<file path="src/rtl/keypad_matrix_scan.sv">
// 4x4 matrix keypad scanner: one-hot active-low row drive, whole-frame debounce, press events.
// Latency: a key is accepted DB_FRAMES..DB_FRAMES+1 frames after contact settles; press pulse one cycle later.
// Backpressure: none; key_press/key_valid are single-cycle pulses and are never held off.
module keypad_matrix_scan #(
  parameter int SCAN_TICK = 50_000,
  parameter int DB_FRAMES = 5
) (
  input  logic        CLK_50M,
  input  logic        RST_N,
  input  logic [3:0]  COL,
  output logic [3:0]  ROW,
  output logic [15:0] key_state,
  output logic [15:0] key_press,
  output logic        key_valid,
  output logic [3:0]  key_code
);

  localparam logic [15:0] TICK_LAST = 16'(SCAN_TICK - 1);
  localparam logic [3:0]  STAB_LAST = 4'(DB_FRAMES - 1);

  logic [3:0]  col_meta;
  logic [3:0]  col_sync;
  logic [15:0] tick_cnt;
  logic [1:0]  row_idx;
  logic [1:0]  row_nxt;
  logic [15:0] raw;
  logic [15:0] frame_nxt;
  logic [15:0] last_frame;
  logic [3:0]  stab_cnt;
  logic [15:0] key_state_d;
  logic [15:0] rise;
  logic [3:0]  low_idx;
  logic        slot_end;
  logic        frame_end;

  assign slot_end  = (tick_cnt == TICK_LAST);
  assign frame_end = slot_end && (row_idx == 2'd3);
  assign row_nxt   = row_idx + 2'd1;
  assign rise      = key_state & ~key_state_d;

  // Two-flop synchronizer for the asynchronous column pins; idle lines read as pulled-up.
  always_ff @(posedge CLK_50M or negedge RST_N) begin
    if (!RST_N) begin
      col_meta <= 4'hF;
      col_sync <= 4'hF;
    end else begin
      col_meta <= COL;
      col_sync <= col_meta;
    end
  end

  // Raw frame with the currently driven row's columns merged in, used at slot end.
  always_comb begin
    frame_nxt = raw;
    for (int c = 0; c < 4; c++) begin
      frame_nxt[{row_idx, 2'(c)}] = ~col_sync[c];
    end
  end

  // Row slot timer: sample the driven row at the end of its slot, then advance the drive.
  always_ff @(posedge CLK_50M or negedge RST_N) begin
    if (!RST_N) begin
      tick_cnt <= 16'd0;
      row_idx  <= 2'd0;
      ROW      <= 4'b1110;
      raw      <= 16'd0;
    end else if (slot_end) begin
      tick_cnt <= 16'd0;
      raw      <= frame_nxt;
      row_idx  <= row_nxt;
      ROW      <= ~(4'b0001 << row_nxt);
    end else begin
      tick_cnt <= tick_cnt + 16'd1;
    end
  end

  // Frame debounce: accept a frame only after it repeats unchanged for DB_FRAMES frame ends.
  always_ff @(posedge CLK_50M or negedge RST_N) begin
    if (!RST_N) begin
      last_frame <= 16'd0;
      stab_cnt   <= 4'd0;
      key_state  <= 16'd0;
    end else if (frame_end) begin
      if (frame_nxt != last_frame) begin
        last_frame <= frame_nxt;
        stab_cnt   <= 4'd0;
      end else if (stab_cnt == STAB_LAST) begin
        key_state  <= frame_nxt;
      end else begin
        stab_cnt   <= stab_cnt + 4'd1;
      end
    end
  end

  // Lowest newly pressed key index; scanning downward lets the lowest index win.
  always_comb begin
    low_idx = 4'd0;
    for (int i = 15; i >= 0; i--) begin
      if (rise[i]) low_idx = 4'(i);
    end
  end

  // Rising-edge detect on the debounced level; key_code holds until the next press event.
  always_ff @(posedge CLK_50M or negedge RST_N) begin
    if (!RST_N) begin
      key_state_d <= 16'd0;
      key_press   <= 16'd0;
      key_valid   <= 1'b0;
      key_code    <= 4'd0;
    end else begin
      key_state_d <= key_state;
      key_press   <= rise;
      key_valid   <= |rise;
      if (|rise) key_code <= low_idx;
    end
  end

endmodule

</file>
<file path="config.mk">
export PLATFORM = sky130hd
export DESIGN_NAME = keypad_matrix_scan
export DESIGN_NICKNAME = d
export VERILOG_FILES = /design/src/rtl/keypad_matrix_scan.sv
export SDC_FILE = /design/constraint.sdc
export NUM_CORES = 1
export LEC_CHECK = 0
export BUFFER_PORTS_ARGS = -buffer_cell sky130_fd_sc_hd__buf_4
export CORE_ASPECT_RATIO = 0.8
export CORE_MARGIN = 2
export CORE_UTILIZATION = 45
export CTS_BUF_LIST = sky130_fd_sc_hd__clkbuf_16
export CTS_CLUSTER_SIZE = 12
export DETAILED_ROUTE_END_ITERATION = 10
export GPL_TIMING_DRIVEN = 0
export SKIP_CTS_REPAIR_TIMING = 1
export SYNTH_ARGS = -nofsm -noshare
export SYNTH_HDL_FRONTEND = slang
export SYNTH_SLANG_ARGS = --single-unit
</file>
<file path="constraint.sdc">
create_clock -name CLK_50M -period 4.8 [get_ports CLK_50M]
set_clock_uncertainty 0.15 [all_clocks]
set_input_delay 0.96 -clock CLK_50M [delete_from_list [all_inputs] [get_ports CLK_50M]]
set_output_delay 0.96 -clock CLK_50M [all_outputs]
set_load 0.02 [all_outputs]
</file>
==> results.cfg <==
[setup_path]
rr_worst_depth = 10
cp_max_fo = 10
startpoint_type = flip-flop
cp.required_ps = 4940
criticalPathCategory = reg2reg
arrival_ps = 3110
crit_path_end_kind = flip-flop

[timing]
relSlewSlack = 0.586
finalCritPeriodShare = 0.618
finalMaxSlewViolations = 0
hold_viol_final = 0
grt_setup_unrepaired = false
max_freq_mhz = 337
period_minus_slack_ps = 2970
worst_pin_slew_ps = 621
tns_ps = 0
setup_violations = 0

[clocking]
cts_buffers = 17
clkSinkCount = 119
insertion_delay_ps = 410
clk_pin_slew_worst_paths_ps = 50
cts_tree = done
ctsLongestPathBuffers = 2
clk_root_buffer_cell = clkbuf_16
htree_levels = 4

[global_routing]
grt_max_degree = 75
track_usage = 0.188
gr-total-overflow = 0
antenna_found_initial = 0
grt_first_pass_wirelength_um = 17200
first_global_vias = 3367

[flow_run]
maxCapViolCount = 0

[floorplanning]
start_util = 0.465
pin_count = 47
coreArea_um2 = 11000
die_x_um = 123
die_area_um2 = 12200
die_h_um = 99.3
rows = 34

[finish]
nNetsFinal = 514
post-route-util = 0.570
areaGrowthSynthToFinish_pct = 22.4
antenna_cells = 0
layout-drive-gt1-share = 0.250

[run_status]
status = finished clean

[placement]
gp_congestion = 0.840
io_buffer_count = 46
dp_hpwl_um = 7140

[min_path]
worstHoldPathCells = 0
hold_class = reg2reg

[drt]
drc = 0
first_iter_violations = 268
wl_per_cell_um = 15.8
first_pass_iters = 6
via_per_inst = 5.21
ant_nets = 0
routed_wl_um = 10400
routed-via-count = 3425

[synthesis]
synth_warnings = 0
yosysUniqueCellTypes = 44
ys_seq_area_frac = 0.586
syn_area_per_cell_um2 = 11.8
syn_nets = 448
syn_area_um2 = 5110
ys_seq_elements = 119
syn_inst = 434

[power]
power.density_nw_per_um2 = 367
peakVddDrop_uv = 265
power_w = 0.00230
leakagePower_nw = 3.19
-- layout by cell type (no fill, tap or decap), drive strengths merged, types with 11 or more instances in the layout --
master and n:
dfrtp 108, buf 52, nand2 39, nand2b 39, mux2 30, clkbuf 23, and3 22, nor2 22
a21oi 21, o21ai 17, inv 16, dfstp 11, nor2b 11
-- layer usage --
layer	track usage	up-vias	wire length, µm
li1	-	1649	-
met1	0.259	1677	5010
met2	0.278	85	4730
met3	0.0539	14	521
met4	0.0848	0	131
met5	0	-	0
-- Yosys cell counts (all sizes together) --
library cell	instances	area, µm²
or2	1	6.26
nand3	10	62.6
nand4	8	50.1
mux2	30	402
o211ai	1	7.51
or2b	1	7.51
xor2	8	70.1
and3	22	138
dfstp	11	289
nor2	22	82.6
o21ai	17	85.1
buf	5	48.8
o32ai	1	8.76
o311a	1	10.0
nand2b	39	269
ha	8	100
mux2i	3	30.0
inv	15	56.3
nor4bb	2	20.0
or3	1	6.26
o21bai	1	7.51
a2111oi	1	8.76
nor4	10	62.6
clkbuf	6	22.5
o22ai	3	18.8
and4	4	35.0
xnor2	6	52.6
a21oi	21	116
nor3	2	10.0
nor4b	1	8.76
o21a	1	7.51
o31ai	2	15.0
a211oi	1	7.51
and2	2	12.5
dfrtp	108	2700
nand2	39	146
nor2b	11	68.8
a31oi	9	56.3
-- cell families after synthesis --
kind of cell	Yosys count	share of synthesized area
DFF	119	0.586
adders and majority gates	8	0.0196
buffers and inverters	26	0.0250
and+or+nand+nor	175	0.193
muxes	33	0.0845
xor gates and xnor gates	14	0.0240
AOI/OAI and AO/OA	59	0.0683
-- worst paths after layout --
check / startpoint / end / slack, ps
worst max-delay path: row_idx[0] / key_state[7] / 1830
worst min-delay path: col_meta[3] / col_sync[3] / 200
worst max register to register: row_idx[0] / key_state[7] / 1830
worst min register to register: col_meta[3] / col_sync[3] / 200
max in group asynchronous: RST_N / ROW[3] / 3460
min in group asynchronous: RST_N / raw[13] / 340
-- flip-flops by register name, indices dropped and copies added (netlist names), 16 cells and up --
signal       cells
key_state_d     16
last_frame      16
raw             16
key_press       16
tick_cnt        16
key_state       16
-- power breakdown --
group	leakage (nW)	switching (W)	internal (W)	total, W
registers	1.61	0.00000450	0.00101	0.00102
clock network	0.279	0.000439	0.000806	0.00124
logic	1.30	0.0000257	0.0000105	0.0000362
-- critical path, cell delays in order (launching register included) --
cell      delay, ps
dfrtp_1         410
inv_1           130
ha_1            400
nand2b_1        170
and3_1          200
nor4_1          300
and4_1          240
buf_4           190
nand3_4         150
buf_6           200
mux2_4          300
-- final cells by class --
type                       instances  area [µm²]
multi-input combinational        289        1990
sequential                       119        2990
clock inverter                    15         163
inverter                          15        56.3
fill                             906        4720
timing repair buffer              47         377
buffer                            11        71.3
tap                              144         180
clock buffer                      17         425
-- metrics by stage --
stage	hold slack (ps)	std cells	area, µm²	setup WS, ps
after floorplan	195	434	5110	2290
after global placement	196	624	5630	1890
after detailed placement	198	625	5670	1850
after CTS	205	657	6250	1840
after global routing	208	657	6250	1650
final	204	657	6250	1830
Power figures use the tool's default switching activity.
